<file path="src/rtl/perf_uart_tx_if.sv">
// Handshake/data bundle between the core's counter block and the perf-counter UART reporter.
// The master drives the request and the counters; the slave drives the line and the status flags.
interface perf_uart_tx_if;
  logic        start;
  logic [27:0] clk_cycles;
  logic [12:0] retired;
  logic [12:0] pred_made;
  logic [12:0] pred_correct;
  logic [12:0] invalid_cyc;
  logic        tx;
  logic        busy;
  logic        done;

  modport master (
    output start, clk_cycles, retired, pred_made, pred_correct, invalid_cyc,
    input  tx, busy, done
  );

  modport slave (
    input  start, clk_cycles, retired, pred_made, pred_correct, invalid_cyc,
    output tx, busy, done
  );
endinterface

</file>
<file path="src/rtl/perf_uart_tx.sv">
// Snapshots the five performance counters on start and sends them as a 14-byte
// 8N1 frame: sync, clk_cycles (32b LE), four 16b LE counters, XOR checksum.
module perf_uart_tx #(
  parameter int unsigned CLKS_PER_BIT = 651,
  parameter logic [7:0]  SYNC_BYTE    = 8'hA5
) (
  input  logic           clk,
  input  logic           rst_n,
  perf_uart_tx_if.slave  bus
);

  localparam logic [2:0]  S_IDLE  = 3'd0;
  localparam logic [2:0]  S_START = 3'd1;
  localparam logic [2:0]  S_DATA  = 3'd2;
  localparam logic [2:0]  S_STOP  = 3'd3;
  localparam logic [2:0]  S_DONE  = 3'd4;

  localparam logic [15:0] BAUD_LAST = 16'(CLKS_PER_BIT - 1);
  localparam logic [3:0]  LAST_BYTE = 4'd13;

  typedef struct packed {
    logic [27:0] clk_cycles;
    logic [12:0] retired;
    logic [12:0] pred_made;
    logic [12:0] pred_correct;
    logic [12:0] invalid_cyc;
  } snap_t;

  logic [2:0]   state_q, state_d;
  logic [15:0]  baud_q, baud_d;
  logic [2:0]   bit_idx_q, bit_idx_d;
  logic [3:0]   byte_idx_q, byte_idx_d;
  snap_t        snap_q, snap_d;
  logic         tx_q, tx_d;
  logic         busy_q, busy_d;
  logic         done_q, done_d;

  logic         accept;
  logic         baud_tick;
  logic [95:0]  payload;
  logic [7:0]   checksum;
  logic [111:0] frame;
  logic [7:0]   cur_byte;

  // Payload bytes 1..12 sit LSB-first so byte k lives at payload[8*(k-1) +: 8].
  always_comb begin
    payload = {16'(snap_q.invalid_cyc), 16'(snap_q.pred_correct),
               16'(snap_q.pred_made),   16'(snap_q.retired),
               32'(snap_q.clk_cycles)};
    checksum = '0;
    for (int i = 0; i < 12; i++) checksum ^= payload[8*i +: 8];
    frame    = {checksum, payload, SYNC_BYTE};
    cur_byte = frame[{byte_idx_q, 3'b000} +: 8];
  end

  // NOTE: every *_d gets a default before the case so no path leaves it unassigned (no latches).
  always_comb begin
    state_d    = state_q;
    baud_d     = baud_q;
    bit_idx_d  = bit_idx_q;
    byte_idx_d = byte_idx_q;
    snap_d     = snap_q;

    baud_tick = (baud_q == BAUD_LAST);
    // The done cycle is excluded so a start coinciding with the done pulse is dropped.
    accept    = bus.start && !busy_q && !done_q && (state_q == S_IDLE);

    case (state_q)
      S_IDLE: begin
        if (accept) begin
          state_d    = S_START;
          baud_d     = '0;
          bit_idx_d  = '0;
          byte_idx_d = '0;
          snap_d     = '{clk_cycles:   bus.clk_cycles,
                         retired:      bus.retired,
                         pred_made:    bus.pred_made,
                         pred_correct: bus.pred_correct,
                         invalid_cyc:  bus.invalid_cyc};
        end
      end
      S_START, S_DATA, S_STOP: begin
        baud_d = baud_tick ? '0 : baud_q + 16'd1;
        if (baud_tick) begin
          case (state_q)
            S_START: begin
              state_d   = S_DATA;
              bit_idx_d = '0;
            end
            S_DATA: begin
              if (bit_idx_q == 3'd7) state_d = S_STOP;
              else                   bit_idx_d = bit_idx_q + 3'd1;
            end
            default: begin
              if (byte_idx_q == LAST_BYTE) begin
                state_d = S_DONE;
              end else begin
                state_d    = S_START;
                byte_idx_d = byte_idx_q + 4'd1;
              end
            end
          endcase
        end
      end
      default: state_d = S_IDLE;
    endcase

    // Outputs are registered copies of the current state, so the line lags the FSM by one cycle.
    case (state_q)
      S_START: tx_d = 1'b0;
      S_DATA:  tx_d = cur_byte[bit_idx_q];
      default: tx_d = 1'b1;
    endcase
    busy_d = accept || (state_q == S_START) || (state_q == S_DATA) || (state_q == S_STOP);
    done_d = (state_q == S_DONE);
  end

  // NOTE: state registers use non-blocking assignments so every flop samples pre-edge values.
  // NOTE: the snapshot is reset too; it is a handful of flops, not a RAM, and a cleared value keeps the checksum deterministic.
  always_ff @(posedge clk or negedge rst_n) begin
    if (!rst_n) begin
      state_q    <= S_IDLE;
      baud_q     <= '0;
      bit_idx_q  <= '0;
      byte_idx_q <= '0;
      snap_q     <= '0;
      tx_q       <= 1'b1;
      busy_q     <= 1'b0;
      done_q     <= 1'b0;
    end else begin
      state_q    <= state_d;
      baud_q     <= baud_d;
      bit_idx_q  <= bit_idx_d;
      byte_idx_q <= byte_idx_d;
      snap_q     <= snap_d;
      tx_q       <= tx_d;
      busy_q     <= busy_d;
      done_q     <= done_d;
    end
  end

  assign bus.tx   = tx_q;
  assign bus.busy = busy_q;
  assign bus.done = done_q;

endmodule

</file>
<file path="src/flat_wrapper.sv">
// flat-port wrapper written by rule: the top's interface ports become plain ports
module perf_uart_tx_flat 
#(
  parameter int unsigned CLKS_PER_BIT = 651,
  parameter logic [7:0]  SYNC_BYTE    = 8'hA5
)
  (clk, rst_n, bus_start, bus_clk_cycles, bus_retired, bus_pred_made, bus_pred_correct, bus_invalid_cyc, bus_tx, bus_busy, bus_done);
  perf_uart_tx_if bus_i ();
  input  logic clk;
  input  logic rst_n;
  input wire logic [$bits(bus_i.start)-1:0] bus_start;
  input wire logic [$bits(bus_i.clk_cycles)-1:0] bus_clk_cycles;
  input wire logic [$bits(bus_i.retired)-1:0] bus_retired;
  input wire logic [$bits(bus_i.pred_made)-1:0] bus_pred_made;
  input wire logic [$bits(bus_i.pred_correct)-1:0] bus_pred_correct;
  input wire logic [$bits(bus_i.invalid_cyc)-1:0] bus_invalid_cyc;
  output wire logic [$bits(bus_i.tx)-1:0] bus_tx;
  output wire logic [$bits(bus_i.busy)-1:0] bus_busy;
  output wire logic [$bits(bus_i.done)-1:0] bus_done;
  assign bus_i.start = bus_start;
  assign bus_i.clk_cycles = bus_clk_cycles;
  assign bus_i.retired = bus_retired;
  assign bus_i.pred_made = bus_pred_made;
  assign bus_i.pred_correct = bus_pred_correct;
  assign bus_i.invalid_cyc = bus_invalid_cyc;
  assign bus_tx = bus_i.tx;
  assign bus_busy = bus_i.busy;
  assign bus_done = bus_i.done;
  perf_uart_tx #(.CLKS_PER_BIT(CLKS_PER_BIT), .SYNC_BYTE(SYNC_BYTE)) u_core (.clk(clk), .rst_n(rst_n), .bus(bus_i));
endmodule
</file>
<file path="config.mk">
export PLATFORM = sky130hd
export DESIGN_NAME = perf_uart_tx_flat
export DESIGN_NICKNAME = d
export VERILOG_FILES = /design/src/rtl/perf_uart_tx_if.sv /design/src/rtl/perf_uart_tx.sv /design/src/flat_wrapper.sv
export SDC_FILE = /design/constraint.sdc
export NUM_CORES = 1
export LEC_CHECK = 0
export BUFFER_PORTS_ARGS = -buffer_cell sky130_fd_sc_hd__buf_2
export CAP_MARGIN = 30
export CELL_PAD_IN_SITES_DETAIL_PLACEMENT = 1
export CELL_PAD_IN_SITES_GLOBAL_PLACEMENT = 2
export CORE_MARGIN = 2
export CORE_UTILIZATION = 30
export CTS_CLUSTER_DIAMETER = 60
export DETAILED_ROUTE_END_ITERATION = 7
export GPL_ROUTABILITY_DRIVEN = 0
export PLACE_DENSITY_LB_ADDON = 0.1
export SETUP_SLACK_MARGIN = 0.5
export SLEW_MARGIN = 20
export SYNTH_ARGS = -nofsm -noshare
export SYNTH_HDL_FRONTEND = slang
export SYNTH_SLANG_ARGS = --single-unit
</file>
<file path="constraint.sdc">
create_clock -name clk -period 2.6 [get_ports clk]
set_input_delay 0.52 -clock clk [delete_from_list [all_inputs] [get_ports clk]]
set_output_delay 0.52 -clock clk [all_outputs]
set_load 0.005 [all_outputs]
</file>
* Word level (Yosys, flattened, before mapping)
Cells that the tools add are included.
Widths: inputs -> output; s select.
** Operators by class
- Bitwise gates (word level) :: 11
- Equality and inequality tests :: 14
- Magnitude comparators :: 1
- Muxes and demuxes :: 22
- Shifts and indexed selects :: 1
- Add/subtract/negate cells :: 3
- Reduce and logical (&&, ||, !) cells :: 17
** Operators by type and width (number)
- $shiftx 112x8->8 :: 1
- $xor 8x8->8 :: 6
- $mux 16 :: 2
- $pmux 16 s2 :: 1
- $xor 8x5->8 :: 4
- $pmux 3 s2 :: 4
- $mux 3 :: 7
- $add 16x1->16 const B :: 1
- $eq 16x10->1 const B :: 1
- $mux 4 :: 4
- $reduce_and 5->1 :: 2
- $pmux 4 s2 :: 1
- $xor 8x4->8 :: 1
- $eq 3x2->1 const B :: 2
- $eq 3x3->1 const B :: 2
- $add 4x1->4 const B :: 1
- $eq 4x4->1 const B :: 1
- $lt 3x4->1 const B :: 1
- $ne 2x1->1 const B :: 2
- $ne 2x2->1 const B :: 2
- $reduce_and 2->1 :: 2
- $add 3x1->3 const B :: 1
- $bmux 1 s3 :: 1
- $eq 3x1->1 const B :: 1
- 13 further kinds :: 18
** Storage, ports and cells
- Logic and storage cells :: 81
- Bits in registers :: 109
- Output and inout port bits :: 3
- Bits of input ports :: 83

* Logic depth before layout (Yosys ltp)
Gate-level depths: netlist (run 1).
- Word-level depth :: 15
- Mapped depth :: 10
- Mapped depth without buffers :: 9

* Worst setup path before layout (run 1)
OpenSTA, ideal clock, no wires.
- Path type :: input to register
- From :: in bus_start
- To :: reg u_core.snap_q (netlist bit u_core.frame[10])
- Setup time :: 125 ps
- Stages on the path :: 5
- Arrival :: 1931 ps
- Buffers on the path :: 2
- Data required time :: 2475 ps
- Path slack :: 544 ps
- Path through :: or3b_1 > nor4_4 > buf_2 > buf_2 > mux2_2
** Between the ends
- Cells in the longest elaborated chain, start to end :: 4
** RTL lines
- start: declaration :: RTL line flat_wrapper.sv:11 : input wire logic [$bits(bus_i.start)-1:0] bus_start;
- $logic_and 1x1->1 (3 in series) :: RTL line perf_uart_tx.sv:66 : accept = bus.start && !busy_q && !done_q && (state_q == S_IDLE);
- $reduce_and 2->1 (no line)
- end signal: assignment :: RTL line perf_uart_tx.sv:135 : snap_q <= snap_d;
- end: declaration :: RTL line perf_uart_tx.sv:33 : snap_t snap_q, snap_d;
Every way passes these cells.
A chain may end at the register's enable or synchronous reset.

* Worst setup path after layout (run 1)
- From :: reg u_core.snap_q (netlist bit u_core.frame[80])
- To :: reg u_core.tx_q, in the netlist u_core.bus.tx
** Between the ends
- Cells in the longest elaborated chain, start to end :: 7
** RTL lines
- $xor 8x5->8 :: RTL line perf_uart_tx.sv:51 : for (int i = 0; i < 12; i++) checksum ^= payload[8*i +: 8];
- $xor 8x8->8 :: RTL line perf_uart_tx.sv:51
- $xor 8x5->8 :: RTL line perf_uart_tx.sv:51
- $shiftx 112x8->8 * :: RTL line perf_uart_tx.sv:53 : cur_byte = frame[{byte_idx_q, 3'b000} +: 8];
- $bmux 1 s3 * :: RTL line perf_uart_tx.sv:111 : S_DATA: tx_d = cur_byte[bit_idx_q];
- $mux 1 (not written as such) * :: RTL line perf_uart_tx.sv:111
- $pmux 1 s2 * :: RTL line perf_uart_tx.sv:109 : case (state_q)
- net u_core.tx_d :: RTL line perf_uart_tx.sv:34 : logic tx_q, tx_d;
- end signal: assignment :: RTL line perf_uart_tx.sv:136 : tx_q <= tx_d;
- end: declaration :: RTL line perf_uart_tx.sv:34
The timed path passes the listed nets; every way through them passes the cells marked *. The select of a mux whose other input is x is not followed.

==> results.sh, run 1 <==
export IMPL_status="complete, no violations"
export IMPL_power_density_mw_per_mm2=1250
export IMPL_seq_area_frac_synth=0.453
export IMPL_fillers=2166
export IMPL_synth_area_per_cell_sq_um=11.8
export IMPL_rsz0062_at_grt="true"
export IMPL_coreArea_sq_mm=0.0196
export IMPL_final_net_count=688
export IMPL_io_buffer_count=85
export IMPL_hold_path_class="primary input to async pin"
export IMPL_synth_largest_area_cell="dfrtp_1"
export IMPL_clk_pin_slew_ns=0.08
export IMPL_cts_tree="done"
export IMPL_dp_hpwl_microns=11800
export IMPL_grt_pass1_vias=4719
export IMPL_arrival_ns=2.38
export IMPL_stdcell_area_sq_mm=0.00717
export IMPL_slew_viol_final=0
export IMPL_slew_headroom=0.476
export IMPL_met1Wirelength_microns=7850
export IMPL_fp_dieArea_sq_mm=0.0212
export IMPL_stdcell_count=869
export IMPL_drt_initial_drc_count=191
export IMPL_antennaDiodeCount=0
export IMPL_syn_to_final_growth_pct=19.0
export IMPL_crit_buf_inv=0
export IMPL_synth_edff_count=0
export IMPL_clkPwrFrac=0.151
export IMPL_synth_most_common_cell="dfrtp_1"
export IMPL_clkLatencyLatePin_ns=0.36
export IMPL_tightestPinTransition_ns=0.786
export IMPL_die_x_microns=146
export IMPL_grt_overflow=0
export IMPL_regArea_sq_mm=0.00273
export IMPL_hold_viol=0
export IMPL_cp_slowest_cell="xnor3_1"
export IMPL_slowest_delay_ns=0.46
export IMPL_wl_met3_microns=550
export IMPL_drt_first_pass_iters=4
export IMPL_netlist_top_cells_count="dfrtp_1 (108), mux2_2 (83), xnor2_1 (43), nand2_1 (29), o21ai_0 (27)"
export IMPL_path_class="flop to flop"
export IMPL_p_sw_w=0.00315
export IMPL_place_area_sq_mm=0.00676
export IMPL_cts_path_max_buffers=2
export IMPL_via_per_inst=4.87
export IMPL_die_y_microns=146
export IMPL_postLayoutCoreUtil=0.366
export IMPL_grt_pass1_wl_microns=26300
export IMPL_wl_met2_microns=7630
export IMPL_cts_made_buffers=9
export IMPL_drc_errors=0
export IMPL_synth_cell_types=57
export IMPL_grt_antenna_before_repair=0
export IMPL_min_period_ns=2.10
export IMPL_required_ns=2.88
export IMPL_synth_top_area_frac=0.449
export IMPL_cellLeakagePower_nw=3.11
export IMPL_syn_area_sq_mm=0.00602
export IMPL_swShare=0.353
export IMPL_placementRows=51
export IMPL_start_util=0.307
export IMPL_seqPwrFrac=0.358
export IMPL_ys_ff_latch=109
export IMPL_maxCapViolCount=0
export IMPL_setup_tns_ns=0
export IMPL_crit_path_cell_trace="xor2_1, xnor2_1, xnor3_1, nand3_1, or3b_1, a31oi_1, o311ai_1"
export IMPL_multi_input_area_sq_mm=0.00313
export IMPL_ir_drop_v=0.000480
export IMPL_htree_num_levels=3
export IMPL_start_kind="flop"
export IMPL_synth_fp_nets=598
export IMPL_syn_inst=509
export IMPL_num_vias=4236
export IMPL_ios=86
export IMPL_max_freq_ghz=0.476
export IMPL_routed_top_layer="met4"
export IMPL_final_antenna_net_count=0
export IMPL_combPwrFrac=0.491
export IMPL_p_int_w=0.00578
export IMPL_critical_path_max_fanout=3
export IMPL_synth_main_ff_cell="dfrtp_1"
export IMPL_grt_use_total=0.157
export IMPL_synth_async_sr_flop_share=1.00
export IMPL_cts_sinks=109
export IMPL_drive_above_1_share=0.379
export IMPL_end_kind="flop"
export IMPL_synth_area_leaders="dfrtp_1 (45%), mux2_2 (16%), xnor2_1 (6.3%), xnor3_1 (3.4%), mux2i_1 (3.0%)"
export IMPL_totalWireLength_microns=16200
export IMPL_ys_warnings_count=0
export IMPL_routedWlPerCell_microns=18.7
export IMPL_clockRootBuffer="clkbuf_16"
export IMPL_crit_family="XOR/XNOR gates"
export IMPL_setup_violations=0
export IMPL_place_inst=846
export IMPL_final_period_utilization=0.808
export IMPL_grt_max_degree=61
export IMPL_skew_ns=0.00722
-- metal layers --
layer  vias to the layer above  track usage
li1                       2007            -
met1                      2151        0.215
met2                        68        0.256
met3                        10       0.0373
met4                         0       0.0294
met5                         -            0
-- final cells by class --
| cell class | instances | share of cell area |
|---|---|---|
| clock inverter | 6 | 0.00524 |
| tap | 265 | 0.0463 |
| multi-input combinational | 360 | 0.436 |
| sequential | 109 | 0.381 |
| clock buffer | 10 | 0.0334 |
| timing repair buffer | 107 | 0.0913 |
| inverter | 12 | 0.00629 |
-- stage by stage --
step,hold slack (ns),setup slack [ns],power [W]
floorplan,0.224,0.544,0.00653
detailed placement,0.506,0.237,0.00756
global route,0.284,0.375,0.00959
CTS,0.264,0.435,0.00901
global placement,0.510,0.289,0.00750
finish,0.241,0.498,0.00893
-- sequential cells by signal, indices dropped and copies added, names as in the netlist --
name	cells
u_core.bus.busy	1
u_core.byte_idx_q	4
u_core.bus.done	1
u_core.bit_idx_q	3
u_core.state_q	3
u_core.bus.tx	1
u_core.baud_q	16
u_core.frame	80
-- final timing paths --
kind / startpoint / endpoint / slack [ns] / cells past startpoint
min in group clk: bus_invalid_cyc[10] / u_core.frame[98]$_DFFE_PN0P_ / 0.39 / 2
max reg2reg: u_core.frame[80]$_DFFE_PN0P_ / u_core.bus.tx$_DFF_PN1_ / 0.50 / 7
max in group asynchronous: rst_n / u_core.baud_q[12]$_DFFE_PN0P_ / 1.67 / 2
min: rst_n / u_core.frame[20]$_DFFE_PN0P_ / 0.24 / 1
max: u_core.frame[80]$_DFFE_PN0P_ / u_core.bus.tx$_DFF_PN1_ / 0.50 / 7
min reg2reg: u_core.baud_q[14]$_DFFE_PN0P_ / u_core.baud_q[14]$_DFFE_PN0P_ / 0.53 / 1
-- cell usage in the layout, fill, tap and decap left out, types with 3 or more instances in the layout --
cell type / netlist / final
nor2b_1: 3 / 3
xnor3_1: 9 / 9
o31ai_1: 4 / 4
mux2i_1: 18 / 18
xor2_1: 16 / 16
a31oi_1: 5 / 5
and2_1: 4 / 3
and3_1: 4 / 4
mux4_2: 7 / 7
nor4_1: 3 / 3
nand3_1: 17 / 17
clkinv_2: 0 / 4
nor3_1: 4 / 4
o21ai_0: 27 / 27
ha_1: 6 / 6
inv_1: 10 / 10
nor2_1: 22 / 22
dfrtp_1: 108 / 105
xnor2_1: 43 / 42
dfrtp_2: 0 / 3
nand4_1: 5 / 5
a221oi_1: 3 / 3
o22ai_1: 3 / 3
buf_2: 16 / 84
nand2_1: 29 / 28
mux2_2: 83 / 83
clkbuf_16: 0 / 10
a21oi_1: 7 / 7
buf_4: 4 / 18
-- power groups by stage --
stage	clock network (W)	logic [W]	registers [W]
final	0.00134	0.00438	0.00320
after global routing	0.00146	0.00479	0.00334
after CTS	0.00140	0.00439	0.00322
after detailed placement	0	0.00432	0.00324
after global placement	0	0.00428	0.00323
after floorplan	0	0.00362	0.00291
-- logic make-up (layout without fill, tap and decap cells) --
logic type,after synthesis,count (layout),share of synthesized area
AND/OR/NAND/NOR,105,105,0.0894
buffers and inverters,40,135,0.0332
multiplexers,108,108,0.211
AO/OA/AOI/OAI,73,73,0.0808
adder cells (fa/ha/maj),6,6,0.0125
XOR/XNOR,68,68,0.119
flip-flops,109,109,0.453
-- repair_timing --
action | in CTS | in global routing
cloned | 0 | 1
resized for setup | 6 | 9
endpoints found under the setup margin | 7 | 73
hold buffers | 0 | 0
pin swaps | 4 | 4
buffers inserted | 2 | 4
hold endpoints to repair | 0 | 0
(Power assumes the default switching activity.)
==> inputs of run 2 (changes only) <==
- clock period: 2.6 -> 1.74 ns (I/O delays scaled with it)
==> run 2 against run 1 <==
  * The run now ends with setup timing left
  * Count of clock-buffer cells in the layout unchanged
  * Sequential share of layout area down 8.7 points
  * Clock skew is 0.0025 ns higher
  * Worst setup slack got worse by 0.81 ns
  * Clock power increased by 81%
  * Critical endpoint unchanged
  * Largest cell class unchanged
==> results.sh, run 2 (same netlist as run 1, synthesis figures left out) <==
export IMPL_cellLeakagePower_nw=4.23
export IMPL_ir_drop_v=0.000795
export IMPL_stdcell_count=1009
export IMPL_coreArea_sq_mm=0.0196
export IMPL_clockRootBuffer="clkbuf_16"
export IMPL_stdcell_area_sq_mm=0.00927
export IMPL_drc_errors=0
export IMPL_cts_made_buffers=9
export IMPL_cp_slowest_cell="xnor3_1"
export IMPL_worst_slack_ns=-0.312
export IMPL_drt_first_pass_iters=4
export IMPL_status="finished with violations"
export IMPL_rsz0062_at_grt="true"
export IMPL_slowest_delay_ns=0.45
export IMPL_largest_register_ffs=80
export IMPL_final_period_utilization=1.18
export IMPL_end_kind="flop"
export IMPL_hold_viol=0
export IMPL_crit_cells=7
export IMPL_die_y_microns=146
export IMPL_grt_overflow=0
export IMPL_rr_worst_depth=7
export IMPL_postLayoutCoreUtil=0.473
export IMPL_hp_start="bus_invalid_cyc[8]"
export IMPL_grt_max_degree=43
export IMPL_tightestPinTransition_ns=0.464
export IMPL_power_density_mw_per_mm2=1780
export IMPL_reg2reg_from="u_core.frame[17]$_DFFE_PN0P_"
export IMPL_via_per_inst=4.82
export IMPL_path_class="flop to flop"
export IMPL_placementRows=51
export IMPL_drt_initial_drc_count=117
export IMPL_htree_num_levels=3
export IMPL_antennaDiodeCount=0
export IMPL_violations="setup timing"
export IMPL_setup_violations=102
export IMPL_cp_common_cell="xnor2_1"
export IMPL_power_w=0.0165
export IMPL_grt_antenna_before_repair=0
export IMPL_start_util=0.307
export IMPL_arrival_ns=2.31
export IMPL_slew_viol_final=0
export IMPL_final_common_cell="buf_4"
export IMPL_final_antenna_net_count=0
export IMPL_crit_buf_inv=0
export IMPL_num_vias=4863
export IMPL_start_kind="flop"
export IMPL_startpoint="u_core.frame[17]$_DFFE_PN0P_"
export IMPL_required_ns=1.99
export IMPL_place_area_sq_mm=0.00783
export IMPL_cts_path_max_buffers=2
export IMPL_max_freq_ghz=0.487
export IMPL_totalWireLength_microns=19100
export IMPL_crit_path_cell_trace="xnor2_1, xnor2_1, xnor3_1, nand2_1, xnor2_2, a311oi_1, o311ai_1"
export IMPL_fp_dieArea_sq_mm=0.0212
export IMPL_io_buffer_count=85
export IMPL_slew_headroom=0.691
export IMPL_crit_family="XOR/XNOR gates"
export IMPL_cts_sinks=109
export IMPL_skew_ns=0.00968
export IMPL_grt_pass1_wl_microns=30500
export IMPL_cts_tree="done"
export IMPL_clkLatencyLatePin_ns=0.36
export IMPL_grt_pass1_vias=5492
export IMPL_place_inst=952
export IMPL_crit_end="u_core.bus.tx$_DFF_PN1_"
export IMPL_maxCapViolCount=0
export IMPL_dp_hpwl_microns=13700
export IMPL_rr_endpoint="u_core.bus.tx$_DFF_PN1_"
export IMPL_setup_tns_ns=-16.24
export IMPL_grt_use_total=0.182
export IMPL_routedWlPerCell_microns=19.0
export IMPL_syn_to_final_growth_pct=54.0
export IMPL_final_net_count=828
export IMPL_min_period_ns=2.05
export IMPL_drive_above_1_share=0.566
export IMPL_layout_common_cells="buf_4 (116), dfrtp_1 (106), buf_2 (83)"
export IMPL_ios=86
export IMPL_reg2reg_slack_ns=-0.31
export IMPL_die_x_microns=146
export IMPL_clk_pin_slew_ns=0.07
export IMPL_critical_path_max_fanout=2
export IMPL_hold_path_class="primary input to flop"
-- run 2: changes by cell type in the layout (fill, tap and decap cells not counted), moves of 5 or more --
cell / change
buf_12: +12
buf_4: +98
buf_6: +22
mux2_2: -78
mux2_4: +78
nand2_1: -10
nand2_2: +5
nand3_1: -6
o21ai_0: -16
o21ai_2: +11
-- run 2: layout make-up --
class | count | area (sq um)
Clock buffer | 10 | 239
Clock inverter | 6 | 109
Fill cell | 2140 | 10300
Inverter | 12 | 45.0
Multi-Input combinational cell | 360 | 3750
Sequential cell | 109 | 2730
Tap cell | 265 | 332
Timing Repair Buffer | 247 | 2060
-- run 2: how the worst min path moves through the flow --
stage,to,slack [ns],cells after the start
2_1_floorplan,u_core.baud_q[0]$_DFFE_PN0P_,0.05,0
3_3_place_gp,u_core.frame[9]$_DFFE_PN0P_,0.32,1
3_5_place_dp,u_core.frame[41]$_DFFE_PN0P_,0.33,1
4_1_cts,u_core.frame[74]$_DFFE_PN0P_,0.20,2
5_1_grt,u_core.frame[96]$_DFFE_PN0P_,0.20,3
6_report,u_core.frame[96]$_DFFE_PN0P_,0.20,3
-- run 2: worst reg2reg max path: stages, from the launching register on --
cell	delay [ns]
dfrtp_1	0.40
xnor2_1	0.14
xnor2_1	0.29
xnor3_1	0.45
nand2_1	0.11
xnor2_2	0.13
a311oi_1	0.12
o311ai_1	0.30
-- run 2: what timing repair did --
item                                    in CTS  in global routing
pin swaps                                   28                 17
endpoints found under the setup margin     110                111
setup buffers                               22                 11
hold endpoints to repair                    25                  0
gates cloned                                 5                  2
gates resized for setup                     99                 54
hold buffers                                 1                  0
-- run 2: layer usage --
metal | global-route usage | vias up | share of wire
met5 | 0 | - | 0
met4 | 0.0397 | 0 | 0.010
met3 | 0.0282 | 11 | 0.023
met2 | 0.313 | 74 | 0.51
met1 | 0.244 | 2491 | 0.46
li1 | - | 2287 | -
-- run 2: per-stage QoR --
stage               hold WS (ns)  worst slack, ns
global placement           0.325           -0.286
floorplan                 0.0524           -0.132
CTS                        0.202           -0.300
detailed placement         0.333           -0.370
finish                     0.204           -0.312
global route               0.203           -0.410
-- run 2: where the power goes --
group | internal, W | switching [W] | leakage (nW) | total [W]
Clock | 0.00145 | 0.000983 | 0.173 | 0.00243
Combinational | 0.00594 | 0.00353 | 2.72 | 0.00947
Sequential | 0.00359 | 0.00105 | 1.34 | 0.00464
Total | 0.0110 | 0.00556 | 4.23 | 0.0165
